$ cat config.mk
export PLATFORM = sky130hd
export DESIGN_NAME = gf180mcu_fd_sc_mcu9t5v0__dlymon
export DESIGN_NICKNAME = d
export VERILOG_FILES = /design/src/rtl/gf180mcu_fd_sc_mcu9t5v0__dlymon.sv
export SDC_FILE = /design/constraint.sdc
export NUM_CORES = 1
export LEC_CHECK = 0
export BUFFER_PORTS_ARGS = -buffer_cell sky130_fd_sc_hd__buf_2
export CAP_MARGIN = 20
export CORE_MARGIN = 5
export CORE_UTILIZATION = 50
export CTS_CLUSTER_SIZE = 24
export DETAILED_ROUTE_END_ITERATION = 7
export PLACE_DENSITY = 0.8
export SLEW_MARGIN = 0
export SYNTH_ARGS = -nofsm -noshare
export SYNTH_HDL_FRONTEND = slang
export SYNTH_SLANG_ARGS = --single-unit
$ cat constraint.sdc
create_clock -name CLK -period 2.4 [get_ports CLK]
set_input_delay 0.48 -clock CLK [delete_from_list [all_inputs] [get_ports CLK]]
set_output_delay 0.48 -clock CLK [all_outputs]
set_load 0.01 [all_outputs]
$ cat src/rtl/gf180mcu_fd_sc_mcu9t5v0__dlymon.sv
// Delay-line monitor: launches an edge into a delay chain and counts CLK cycles until it returns.
// Optional multi-trial averaging when GF180MCU_FD_SC_MCU9T5V0_DLYMON_AVG_EN is defined.
module gf180mcu_fd_sc_mcu9t5v0__dlymon #(
    parameter int unsigned CNT_W       = 8,
    parameter int unsigned SYNC_STAGES = 2,
    parameter int unsigned TIMEOUT     = 255,
    parameter int unsigned AVG_LOG2    = 2
) (
    input  logic             CLK,
    input  logic             RST,
    input  logic             START,
    input  logic             RET,
    output logic             LAUNCH,
    output logic             BUSY,
    output logic             DONE,
    output logic             TMO,
    output logic [CNT_W-1:0] RESULT
);

    typedef enum logic [1:0] {S_IDLE, S_ARM, S_WAIT, S_DONE} state_t;

    localparam logic [CNT_W-1:0] TMO_VAL = CNT_W'(TIMEOUT);

    state_t                 state_q, state_d;
    logic [SYNC_STAGES-1:0] sync_q, sync_d;
    logic                   launch_q, launch_d;
    logic [CNT_W-1:0]       cnt_q, cnt_d;
    logic [CNT_W-1:0]       result_q, result_d;
    logic                   tmo_q, tmo_d;
    logic                   rs;
    logic [CNT_W-1:0]       cnt_inc;
    logic                   cnt_hit;

`ifdef GF180MCU_FD_SC_MCU9T5V0_DLYMON_AVG_EN
    localparam int unsigned ACC_W   = CNT_W + AVG_LOG2;
    localparam int unsigned TRIAL_W = (AVG_LOG2 > 0) ? AVG_LOG2 : 1;

    logic [ACC_W-1:0]   acc_q, acc_d;
    logic [TRIAL_W-1:0] trial_q, trial_d;
    logic [ACC_W-1:0]   acc_sum;
    logic               last_trial;

    assign acc_sum    = acc_q + ACC_W'(cnt_q);
    assign last_trial = (trial_q == TRIAL_W'((1 << AVG_LOG2) - 1));
`endif

    assign rs      = sync_q[SYNC_STAGES-1];
    assign sync_d  = {sync_q[SYNC_STAGES-2:0], RET};
    // Saturating increment: the counter parks at TIMEOUT and never wraps.
    assign cnt_inc = (cnt_q == TMO_VAL) ? cnt_q : cnt_q + CNT_W'(1);
    assign cnt_hit = (cnt_inc == TMO_VAL);

    always_comb begin
        state_d  = state_q;
        launch_d = launch_q;
        cnt_d    = cnt_q;
        result_d = result_q;
        tmo_d    = tmo_q;
`ifdef GF180MCU_FD_SC_MCU9T5V0_DLYMON_AVG_EN
        acc_d    = acc_q;
        trial_d  = trial_q;
`endif
        case (state_q)
            S_IDLE: begin
                if (START) begin
                    state_d = S_ARM;
                    cnt_d   = '0;
`ifdef GF180MCU_FD_SC_MCU9T5V0_DLYMON_AVG_EN
                    acc_d   = '0;
                    trial_d = '0;
`endif
                end
            end
            S_ARM: begin
                if (rs == launch_q) begin
                    launch_d = ~launch_q;
                    cnt_d    = '0;
                    state_d  = S_WAIT;
                end else begin
                    cnt_d = cnt_inc;
                    if (cnt_hit) begin
                        state_d  = S_DONE;
                        tmo_d    = 1'b1;
                        result_d = TMO_VAL;
                    end
                end
            end
            S_WAIT: begin
                if (rs == launch_q) begin
`ifdef GF180MCU_FD_SC_MCU9T5V0_DLYMON_AVG_EN
                    if (last_trial) begin
                        result_d = CNT_W'(acc_sum >> AVG_LOG2);
                        tmo_d    = 1'b0;
                        state_d  = S_DONE;
                    end else begin
                        acc_d   = acc_sum;
                        trial_d = trial_q + TRIAL_W'(1);
                        cnt_d   = '0;
                        state_d = S_ARM;
                    end
`else
                    result_d = cnt_q;
                    tmo_d    = 1'b0;
                    state_d  = S_DONE;
`endif
                end else begin
                    cnt_d = cnt_inc;
                    if (cnt_hit) begin
                        state_d  = S_DONE;
                        tmo_d    = 1'b1;
                        result_d = TMO_VAL;
                    end
                end
            end
            S_DONE:  state_d = S_IDLE;
            default: state_d = S_IDLE;
        endcase
    end

    always_ff @(posedge CLK or posedge RST) begin
        if (RST) begin
            state_q  <= S_IDLE;
            sync_q   <= '0;
            launch_q <= 1'b0;
            cnt_q    <= '0;
            result_q <= '0;
            tmo_q    <= 1'b0;
`ifdef GF180MCU_FD_SC_MCU9T5V0_DLYMON_AVG_EN
            acc_q    <= '0;
            trial_q  <= '0;
`endif
        end else begin
            state_q  <= state_d;
            sync_q   <= sync_d;
            launch_q <= launch_d;
            cnt_q    <= cnt_d;
            result_q <= result_d;
            tmo_q    <= tmo_d;
`ifdef GF180MCU_FD_SC_MCU9T5V0_DLYMON_AVG_EN
            acc_q    <= acc_d;
            trial_q  <= trial_d;
`endif
        end
    end

    assign LAUNCH = launch_q;
    assign BUSY   = (state_q == S_ARM) || (state_q == S_WAIT);
    assign DONE   = (state_q == S_DONE);
    assign TMO    = tmo_q;
    assign RESULT = result_q;

endmodule

After elaboration in Yosys (flattened, before gate mapping). Index checks and enable logic that the tools add are counted.

Flip-flop bits (word level): 22. Bits of input ports: 4.

Bitwise logic cells: 1. Equality and inequality tests: 9. Add/sub/neg operators: 1. Multiplexer cells: 18. Reduce and logical (&&, ||, !) cells: 7.

Operator list (number): $mux W8 (7); $pmux W8 S3 (1); $eq A8 B8 Y1 const B (2); $pmux W8 S2 (1); $add A8 B1 Y8 const B (1); $mux W2 (4); $pmux W2 S4 (1); $ne A2 B2 Y1 const B (3); $eq A2 B2 Y1 const B (2); $reduce_and A2 Y1 (2); $mux W1 (3); $reduce_and A3 Y1 (1); $reduce_bool A3 Y1 (1); $eq A2 B1 Y1 const B (1); $logic_not A2 Y1 (1); $pmux W1 S2 (1); $reduce_bool A2 Y1 (1); $eq A1 B1 Y1 (1); $logic_or A1 B1 Y1 (1); $not A1 Y1 (1).

Longest topological paths before layout. Gate-level depths: netlist of the first run.

Depth after elaboration: 6. Gate-level depth with buffers: 8. Depth with buffers taken out: 6.

Worst setup path after synthesis of the first run. No wires, ideal clock.

Kind: reg-to-reg. Start point: reg cnt_q[0]. End point: reg result_q[0] (netlist: RESULT[0]). Path slack: 0.557 ns. Library setup time: 0.079 ns. Period minus slack after synthesis: 1.843 ns. Data required time: 2.321 ns. Buffers on the path: 2. Arrival: 1.764 ns. Stages on the path, launching flop included: 8. Cell sequence: dfrtp_1 > ha_1 > and4_1 > buf_6 > a21o_1 > a311o_1 > buf_6 > o21ai_1.

Cells in the longest elaborated chain, start to end: 6.

RTL lines: start: declaration (line 27) `logic [CNT_W-1:0] cnt_q, cnt_d;`; start signal: assignment (line 136) `cnt_q <= cnt_d;`; $add A8 B1 Y8 or $eq A8 B8 Y1 (tied branches) (line 50) `assign cnt_inc = (cnt_q == TMO_VAL) ? cnt_q : cnt_q + CNT_W'(1);`; $mux W8 (line 50); $eq A8 B8 Y1 (line 51) `assign cnt_hit = (cnt_inc == TMO_VAL);`; $mux W8; $mux W8, on equally long branches; $pmux W8 S2 * (line 63) `case (state_q)`; end signal: assignment (line 137) `result_q <= result_d;`; end: declaration (line 28) `logic [CNT_W-1:0] result_q, result_d;`.

Mark *: on every way between the ends. The rest lies on a longest branch, timed or not. The select of a mux whose other input is x is not followed. A chain may end at the register's enable or synchronous reset.

Final worst setup path of the first run.
Start point: reg cnt_q[0]. End point: reg result_q[7] (netlist: RESULT[7]).

Cells in the longest elaborated chain, start to end: 6.

RTL lines (line): $add A8 B1 Y8 or $eq A8 B8 Y1 (tied branches) (50); $mux W8 * (50); $eq A8 B8 Y1 * (51); $mux W8 *; $mux W8, on equally long branches; $pmux W8 S2 *.

Marked as above.

==> results of run 1 <==
[stage by stage]
| stage | instances | power [mW] |
|---|---|---|
| after floorplan | 126 | 0.977 |
| after global placement | 165 | 1.10 |
| after detailed placement | 165 | 1.14 |
| after CTS | 169 | 1.35 |
| after global routing | 169 | 1.44 |
| final | 169 | 1.35 |
[worst register-to-register path, delay by kind of cell (launching register included)]
kind,cells,cell delay [ns]
AOI/OAI and AO/OA,3,0.90
DFF,1,0.46
and+or+nand+nor,1,0.31
adders and majority gates,1,0.29
[state kept, by name, summed over array words and instances (netlist names)]
signal and count:
RESULT 8, cnt_q 8, state_q 2, sync_q 2
LAUNCH 1, TMO 1
[routing by layer]
metal,share of wire (%),vias up
met4,1.1,0
met5,0,-
met2,48,49
li1,-,491
met1,42,481
met3,8.6,6
[cell type report]
type / instances / area share, %
Tap cell: 30 / 2.76
Inverter: 6 / 1.66
Clock buffer: 4 / 2.67
Multi-Input combinational cell: 89 / 45.3
Sequential cell: 22 / 40.5
Timing Repair Buffer: 18 / 7.18
[power breakdown]
group          internal [mW]  total (mW)  switching, mW
Combinational          0.247       0.672          0.425
Sequential             0.419       0.475         0.0553
Clock                 0.0926       0.206          0.113
[synth_stat cells, drive strengths merged]
| cell | n | area, sq um |
|---|---|---|
| dfrtp | 22 | 551 |
| o21ai | 13 | 65.1 |
| mux2i | 9 | 90.1 |
| a21oi | 8 | 40.0 |
| nand2 | 7 | 26.3 |
| nand3 | 7 | 35.0 |
| buf | 6 | 48.8 |
| ha | 6 | 75.1 |
| inv | 6 | 22.5 |
| a31oi | 4 | 25.0 |
| a41oi | 3 | 26.3 |
| clkbuf | 3 | 11.3 |
| nand4b | 3 | 26.3 |
| nor3 | 3 | 15.0 |
| and2 | 2 | 12.5 |
| and3 | 2 | 13.8 |
| nor2 | 2 | 7.51 |
| nor2b | 2 | 12.5 |
| o211ai | 2 | 15.0 |
| xnor2 | 2 | 17.5 |
| a211oi | 1 | 7.51 |
| a21boi | 1 | 7.51 |
| a21o | 1 | 7.51 |
| a221oi | 1 | 8.76 |
| a311o | 1 | 10.0 |
| a31o | 1 | 8.76 |
| and4 | 1 | 8.76 |
| nand3b | 1 | 7.51 |
| nand4 | 1 | 6.26 |
| o22a | 1 | 8.76 |
| o22ai | 1 | 6.26 |
| o311ai | 1 | 8.76 |
| o31ai | 1 | 7.51 |
| xor2 | 1 | 8.76 |
[worst paths after layout]
check / endpoint / slack, ns
min in group asynchronous: sync_q[0]$_DFF_PP0_ / 0.30
min reg2reg: sync_q[1]$_DFF_PP0_ / 0.36
max: RESULT[7]$_DFFE_PP0P_ / 0.37
min: sync_q[0]$_DFF_PP0_ / 0.27
max reg2reg: RESULT[7]$_DFFE_PP0P_ / 0.37
max in group asynchronous: state_q[0]$_DFFE_PP0P_ / 1.60
[cell families after synthesis]
| kind of cell | after synthesis | synth area share [%] |
|---|---|---|
| compound gates | 40 | 20.2 |
| xor+xnor | 3 | 2.10 |
| fa+ha+maj | 6 | 6.01 |
| buf+inv | 15 | 6.61 |
| flops | 22 | 44.1 |
| mux | 9 | 7.21 |
| simple gates | 31 | 13.7 |
==> summary.md, run 1 <==
| Metric | Value |
|---|---|
| Final wirelength | `around 2600 um` |
| Setup crit start | `cnt_q[0]$_DFFE_PP0P_` |
| Vias in the first global route | `between 900 and 1k` |
| Buffers on Ports | `15` |
| #FFs+latches synth | `22` |
| Total global-route track usage | `between 15 and 20%` |
| CTS tree | `built` |
| Final WS setup | `0.369 ns` |
| Routability cong. | `~0.92` |
| # clock sinks | `22` |
| RSZ-0062 raised after global routing | `no` |
| Critical Path Source Type | `flip-flop` |
| Hold Crit Depth | `1` |
| Post-DP HPWL | `~1900 um` |
| Max cap viols | `0` |
| Leakage | `roughly 0.65 nW` |
| Die height | `60.0 um` |
| Mapped Cells | `approximately 130` |
| Root buffer cell | `clkbuf_4` |
| Critical-path maximum fanout | `11` |
| Yosys warnings | `0` |
| Die area | `about 0.0036 sq mm` |
| Clock-pin slew on the worst setup and hold paths | `between 0.1 and 0.15 ns` |
| Ports | `16` |
| Leading cell type in the layout, fill and taps excluded | `dfrtp_1` |
| Rel. slew slack | `a little under half` |
| CTS buffer count | `3` |
| GRT met1 Usage | `between 20% and 30%` |
| Synthesized net count | `136` |
| Clock buffer depth | `2` |
| Worst R2R Start | `cnt_q[0]$_DFFE_PP0P_` |
| Layout area overhead | `8.92%` |
| Ant. Diodes | `0` |
| Pwr Density | `~1000 mW/mm^2` |
| Outcome | `completed` |
| CP max-delay cell | `a311o_1` |
| Critical path class | `flip-flop to flip-flop` |
| Mapped Area | `0.00125 sq mm` |
| Peak supply drop | `between 0.5 and 0.6 mV` |
| Min-delay src | `RET` |
| Largest stage delay on the critical path | `0.48 ns` |
| Multi-input logic area | `approximately 620 sq um` |
| Fin crit share | `a little over four fifths` |
| Tightest Pin Transition | `about 0.8 ns` |
| Hold-fix buffers at CTS | `0` |
| Worst r2r path cells | `5` |
| Pre-CTS setup slack | `around 0.43 ns` |
| Seq/Total Area, Yosys | `between 40% and 50%` |
| Worst min path class | `primary input to flip-flop` |
| Post-placement cell area | `about 0.0013 sq mm` |
| Top Usage Layer GRT | `met2` |
| Vias | `just over 1k` |
| Most frequent cells in the layout | `22 x dfrtp_1, 15 x buf_2, 10 x o21ai_1, 9 x mux2i_1, 8 x a21oi_1` |
| Final setup viols | `0` |
| WP depth | `5` |
| Worst setup EP type | `flip-flop` |
| Critical-path cell list | `ha_1, and4_1, a21o_1, a311o_1, o21ai_0` |
| Fmax | `between 0.4 and 0.5 GHz` |
| Setup Skew | `0.00141 ns` |
| Antenna Nets Post-Route | `0` |
| Share of cells above drive strength 1 | `between 15 and 20%` |
| Core box area | `0.00243 sq mm` |
| FP Rows | `18` |
| Hold WS | `around 0.27 ns` |
| Crit path DAT | `2.26 ns` |
| Drt pass-1 iters | `4` |
| M2 GR Usage | `approximately a quarter` |
| Via/cell ratio | `approximately 6` |
| Total congestion overflow | `0` |
| Postcts setup bufs | `0` |
| Max Slew Vio Count | `0` |
| Final hold vios | `0` |
| DRT iter0 DRCs | `between 80 and 90` |
| CP Buf/Inv Count | `0` |
| Final net count | `150` |
| Fin area | `approximately 0.0014 sq mm` |
| Post-DR wirelength/cell | `~15 um` |
| Initial Utilization | `51.3%` |
| Post-route minimum period | `between 2 and 2.5 ns` |
| PostCTS Resize Cnt | `0` |
| Syn avg cell area | `around 9.9 sq um` |
| Setup TNS | `0 ns` |
| Met3 Usage GRT | `3.24%` |
| Crit-path leading delay family | `compound AO/OA/AOI/OAI gates` |
| First-pass GRT wire length | `about 4500 um` |
| Worst-Skew Late Latency | `0.30 ns` |
| CP required | `2.63 ns` |
| # fillers | `between 200 and 250` |
| DRC viols | `0` |
| Yosys cell types | `37` |
| Largest net degree at the start of global routing | `23` |
| Register Area | `roughly 550 sq um` |
| Die X | `around 60 um` |
| Final core occ | `55.9%` |
| H-tree Lvls | `1` |
| Initial antenna violation count | `0` |
Power figures use the tool's default switching activity.
==> run 2, diff against run 1 <==
--- a/config.mk
+++ b/config.mk
@@ -11,7 +11,7 @@
 export CORE_UTILIZATION = 50
 export CTS_CLUSTER_SIZE = 24
 export DETAILED_ROUTE_END_ITERATION = 7
-export PLACE_DENSITY = 0.8
+export PLACE_DENSITY = 0.83
 export SLEW_MARGIN = 0
 export SYNTH_ARGS = -nofsm -noshare
 export SYNTH_HDL_FRONTEND = slang
==> constraint.sdc (replaced) <==
create_clock -name CLK -period 1.7 [get_ports CLK]
set_input_delay 0.34 -clock CLK [delete_from_list [all_inputs] [get_ports CLK]]
set_output_delay 0.34 -clock CLK [all_outputs]
set_load 0.01 [all_outputs]
==> run 2 against run 1 <==
Against the previous run:
- the flow now finishes with violations (negative setup slack)
- worst setup slack worse by 0.42 ns
- critical path depth unchanged
- cell count increased by 13%
- largest cell class unchanged
- largest power group unchanged
==> summary.md, run 2 (synthesis results as in run 1) <==
| Metric | Value |
|---|---|
| Via/cell ratio | `around 6.4` |
| Worst min path class | `primary input to asynchronous set/reset pin` |
| Crit path DAT | `about 2.0 ns` |
| DRT iter0 DRCs | `89` |
| R2R setup slack | `-0.05 ns` |
| Tightest Pin Transition | `between 0.3 and 0.4 ns` |
| CTS buffer count | `3` |
| Multi-input logic area | `~770 sq um` |
| WP depth | `5` |
| Buffers on Ports | `15` |
| Initial antenna violation count | `0` |
| Critical path class | `flip-flop to flip-flop` |
| Die X | `between 50 and 60 um` |
| Leading cell type in the layout, fill and taps excluded | `dfrtp_1` |
| Critical-path cell list | `ha_4, and4_4, nand4b_1, a311o_2, a21oi_2` |
| Total global-route track usage | `between 20% and 30%` |
| Final hold vios | `0` |
| Register Area | `551 sq um` |
| Largest net degree at the start of global routing | `23` |
| Root buffer cell | `clkbuf_4` |
| Fmax | `approximately 0.57 GHz` |
| Final wirelength | `between 3000 and 4000 um` |
| Most frequent cells in the layout | `22 x dfrtp_1, 15 x buf_4, 15 x buf_2, 9 x mux2i_1, 9 x buf_6` |
| Worst r2r path cells | `5` |
| Post-DR wirelength/cell | `around 19 um` |
| CP required | `just under 2 ns` |
| Failing checks | `negative setup slack` |
| Vias | `between 1k and 1.5k` |
| R2R Path End | `state_q[0]$_DFFE_PP0P_` |
| Critical Path Source Type | `flip-flop` |
| Vias in the first global route | `1137` |
| First-pass GRT wire length | `around 5600 um` |
| Pwr Density | `approximately 1600 mW/mm^2` |
| Antenna Nets Post-Route | `0` |
| # fillers | `150` |
| Max Slew Vio Count | `0` |
| Total congestion overflow | `0` |
| Die area | `about 0.0036 sq mm` |
| Core box area | `between 0.002 and 0.0025 sq mm` |
| Initial Utilization | `51.3%` |
| Ports | `16` |
| Worst R2R Start | `cnt_q[1]$_DFFE_PP0P_` |
| Hold-fix buffers at CTS | `0` |
| RSZ-0062 raised after global routing | `yes` |
| Final setup viols | `5` |
| Worst setup EP type | `flip-flop` |
| Routability cong. | `about 0.85` |
| Post-DP HPWL | `around 2200 um` |
| CP Buf/Inv Count | `0` |
| Peak supply drop | `around 1.1 mV` |
| FP Rows | `18` |
| Layout area overhead | `37.7%` |
| Final core occ | `70.7%` |
| Critical-path maximum fanout | `6` |
| Setup Skew | `roughly 0.0016 ns` |
| Leakage | `0.798 nW` |
| H-tree Lvls | `1` |
| Clock-pin slew on the worst setup and hold paths | `0.13 ns` |
| Clock buffer depth | `2` |
| Hold WS | `roughly 0.026 ns` |
| # clock sinks | `22` |
| Setup crit start | `cnt_q[1]$_DFFE_PP0P_` |
| Largest stage delay on the critical path | `0.52 ns` |
| Die height | `60.0 um` |
| Final WS setup | `-0.0472 ns` |
| CP max-delay cell | `a311o_2` |
| Max cap viols | `0` |
| CTS tree | `built` |
| DRC viols | `0` |
| Final net count | `~170` |
| Crit-path leading delay family | `compound AO/OA/AOI/OAI gates` |
| Ant. Diodes | `0` |
| Share of cells above drive strength 1 | `between 40% and 50%` |
| Rel. slew slack | `about 78%` |
| Worst-Skew Late Latency | `about 0.31 ns` |
| Outcome | `complete, but fails checks` |
| Drt pass-1 iters | `5` |
| Post-route minimum period | `approximately 1.7 ns` |
| Fin crit share | `103%` |
==> run 2: routing by layer <==
layer / track usage [%] / routed length [um] / share of wire (%) / vias to the layer above
met5: 0 / 0 / 0 / -
met1: 24.7 / 1330 / 37 / 580
met4: 10.1 / 142 / 3.9 / 0
met2: 36.0 / 1840 / 51 / 82
li1: - / - / - / 542
met3: 4.10 / 325 / 9.0 / 23
==> run 2: layout make-up <==
class	instances	area share (%)
Tap cell	30	2.18
Sequential cell	22	32.0
Clock inverter	1	1.75
Timing Repair Buffer	39	16.8
Multi-Input combinational cell	90	44.6
Inverter	6	1.31
Clock buffer	3	1.31
==> run 2: how the worst max path moves through the flow <==
| stage | to | slack (ns) |
|---|---|---|
| after detailed placement | cnt_q[0]$_DFFE_PP0P_ | -0.06 |
| after global placement | state_q[1]$_DFFE_PP0P_ | 0.02 |
| after global routing | state_q[0]$_DFFE_PP0P_ | -0.08 |
| after floorplan | RESULT[0]$_DFFE_PP0P_ | 0.006 |
| final | state_q[0]$_DFFE_PP0P_ | -0.05 |
| after CTS | state_q[1]$_DFFE_PP0P_ | 0.01 |
==> run 2: through the flow <==
step | std cells | TNS, ns | worst slack [ns] | power (mW) | area (sq um)
CTS | 189 | 0 | 0.0101 | 2.37 | 1580
global route | 191 | -0.426 | -0.0845 | 2.95 | 1720
global placement | 180 | 0 | 0.0243 | 1.71 | 1450
finish | 191 | -0.104 | -0.0472 | 2.79 | 1720
floorplan | 126 | 0 | 0.00629 | 1.40 | 1260
detailed placement | 180 | -0.153 | -0.0649 | 1.80 | 1450
==> run 2: power by group <==
part | switching [mW] | internal, mW
Sequential | 0.0734 | 0.592
Clock | 0.173 | 0.238
Combinational | 0.920 | 0.795
==> run 2: repair_timing <==
action / 4_1_cts / 5_1_grt
setup endpoints to repair: 12 / 21
gates resized for setup: 14 / 30
cloned: 3 / 2
buffers inserted: 2 / 0
pin swaps: 7 / 14
==> run 2: worst min-delay path, stage by stage <==
cell	delay (ns)
buf_2	0.09
inv_1	0.04
buf_4	0.27
==> run 3, diff against run 2 <==
--- a/config.mk
+++ b/config.mk
@@ -7,8 +7,10 @@
 export LEC_CHECK = 0
 export BUFFER_PORTS_ARGS = -buffer_cell sky130_fd_sc_hd__buf_2
 export CAP_MARGIN = 20
+export CELL_PAD_IN_SITES_DETAIL_PLACEMENT = 0
+export CELL_PAD_IN_SITES_GLOBAL_PLACEMENT = 2
 export CORE_MARGIN = 5
-export CORE_UTILIZATION = 50
+export CORE_UTILIZATION = 32
 export CTS_CLUSTER_SIZE = 24
 export DETAILED_ROUTE_END_ITERATION = 7
 export PLACE_DENSITY = 0.83
==> run 3 against run 2 <==
Against the previous run:
- the flow now finishes without violations
- sequential cell count unchanged
- worst setup slack gained 0.097 ns
- non-clock buffer count grew 1
- sequential power decreased by 1%
- critical endpoint unchanged
- register-to-register slack better by 0.097 ns
- combinational power is 9% lower
- first-iteration DRC count fell by 4.5%
==> summary.md, run 3 (synthesis results as in run 1) <==
| Metric | Value |
|---|---|
| Final hold vios | `0` |
| Worst setup EP type | `flip-flop` |
| Fin crit share | `97.1%` |
| Total congestion overflow | `0` |
| Post-route minimum period | `roughly 1.7 ns` |
| Post-DR wirelength/cell | `14.6 um` |
| Critical-path maximum fanout | `6` |
| Comb pwr share | `61.3%` |
| Post-placement cell area | `approximately 0.0015 sq mm` |
| Final setup viols | `0` |
| Rel. slew slack | `75.0%` |
| CTS buffer count | `3` |
| Dpl cells | `~200` |
| DRT iter0 DRCs | `between 80 and 90` |
| RSZ-0062 raised after global routing | `yes` |
| Outcome | `completed` |
| Die area | `0.00525 sq mm` |
| Setup Skew | `between 0.005 and 0.006 ns` |
| Pwr Density | `about 1500 mW/mm^2` |
| Tightest Pin Transition | `~0.37 ns` |
| Clock-pin slew on the worst setup and hold paths | `~0.08 ns` |
| Core box area | `0.00372 sq mm` |
| Initial antenna violation count | `0` |
| Critical Path Source Type | `flip-flop` |
| Final Non-Filler Cells | `around 210` |
| Clock power share | `approximately 13%` |
| Post-DP HPWL | `roughly 2100 um` |
| CP required | `between 1.5 and 2 ns` |
| Vias | `approximately 1.1k` |
| Sw Share | `roughly two fifths` |
| DRC viols | `0` |
| Antenna Nets Post-Route | `0` |
| Worst-Skew Late Latency | `0.26 ns` |
| Via/cell ratio | `about 5.5` |
| CTS tree | `built` |
| First-pass GRT wire length | `~4900 um` |
| Worst min path class | `primary input to asynchronous set/reset pin` |
| Hold-fix buffers at CTS | `0` |
| Drt pass-1 iters | `4` |
| Final net count | `~170` |
| Final core occ | `45.4%` |
| Buffers on Ports | `15` |
| FP Rows | `22` |
| Sw Pwr | `about 1.0 mW` |
| Ports | `16` |
| Initial Utilization | `between 30% and 40%` |
| Clock buffer depth | `2` |
| Fin area | `0.00169 sq mm` |
| Fmax | `between 0.6 and 0.7 GHz` |
| Die X | `around 72 um` |
| Vias in the first global route | `1062` |
| Peak supply drop | `just over 0.5 mV` |
| Part of the power in registers | `between 20% and 30%` |
| Leakage | `0.785 nW` |
| Final wirelength | `3050 um` |
| # clock sinks | `22` |
| Max Slew Vio Count | `0` |
| Total global-route track usage | `11.5%` |
| Root buffer cell | `clkbuf_8` |
| Routability cong. | `0.798` |
| Critical path class | `flip-flop to flip-flop` |
| Internal | `roughly 1.5 mW` |
| Max cap viols | `0` |
| Layout area overhead | `35.1%` |
| Most frequent cells in the layout | `22 x dfrtp_1, 22 x buf_4, 15 x buf_2, 9 x mux2i_1` |
| Die height | `72.5 um` |
| Share of cells above drive strength 1 | `between 40 and 50%` |
| Largest net degree at the start of global routing | `23` |
| Crit path DAT | `between 1.5 and 2 ns` |
| Setup TNS | `0 ns` |
| Ant. Diodes | `0` |
| H-tree Lvls | `1` |
==> run 3: changes by cell type in the layout (fill, tap and decap cells not counted), moves of 3 or more <==
cell	before	now
clkbuf_4	3	0
clkbuf_8	0	3
buf_4	15	22
buf_6	9	3
==> run 3: timing repair <==
action / CTS / global route
setup endpoints to repair: 6 / 19
pin swaps: 0 / 10
gates resized for setup: 6 / 27
hold endpoints to repair: 0 / 0
gates cloned: 2 / 1
setup buffers: 0 / 2
==> run 3: worst max-delay path, cell delays in order (launching register included) <==
cell and delay (ns):
dfrtp_1 0.41, ha_4 0.29, nand2_2 0.05, a21o_1 0.18, a311o_2 0.48, a21oi_2 0.16
==> run 3: per-stage QoR <==
stage | hold slack (ns) | power [mW] | setup WS [ns]
4_1_cts | 0.113 | 2.23 | -0.0235
5_1_grt | 0.146 | 2.70 | -0.00533
3_5_place_dp | 0.337 | 1.83 | -0.0373
3_3_place_gp | 0.333 | 1.81 | 0.0258
6_report | 0.103 | 2.52 | 0.0499
2_1_floorplan | 0.329 | 1.40 | 0.00629
==> run 3: power by group through the flow <==
| stage | clock, mW | combinational [mW] | sequential, mW |
|---|---|---|---|
| floorplan | 0 | 0.717 | 0.679 |
| global placement | 0 | 1.16 | 0.655 |
| detailed placement | 0 | 1.17 | 0.661 |
| CTS | 0.326 | 1.25 | 0.651 |
| global route | 0.348 | 1.68 | 0.670 |
| finish | 0.316 | 1.55 | 0.658 |
==> run 3: final timing paths <==
| path | startpoint | end | slack [ns] | cells past startpoint |
|---|---|---|---|---|
| worst max-delay path | cnt_q[1]$_DFFE_PP0P_ | state_q[0]$_DFFE_PP0P_ | 0.05 | 5 |
| worst min-delay path | RST | cnt_q[0]$_DFFE_PP0P_ | 0.10 | 3 |
| worst max register to register | cnt_q[1]$_DFFE_PP0P_ | state_q[0]$_DFFE_PP0P_ | 0.05 | 5 |
| worst min register to register | sync_q[0]$_DFF_PP0_ | sync_q[1]$_DFF_PP0_ | 0.35 | 0 |
| max in group asynchronous | RST | RESULT[2]$_DFFE_PP0P_ | 1.37 | 3 |
| min in group CLK | RET | sync_q[0]$_DFF_PP0_ | 0.18 | 1 |
==> run 3: per-layer routing <==
layer | vias to the layer above | GRT usage [%] | wire length, um
li1 | 546 | - | -
met5 | - | 0 | 0
met4 | 0 | 4.51 | 28
met2 | 34 | 18.0 | 1490
met3 | 4 | 2.22 | 163
met1 | 559 | 15.7 | 1370
==> run 3: final cells by class <==
type	instances	area, sq um
inverters	6	22.5
multi-input cells	90	738
well taps	48	60.1
clock buffers	3	41.3
fillers	361	2030
flip-flops and latches	22	551
repair buffers	40	274
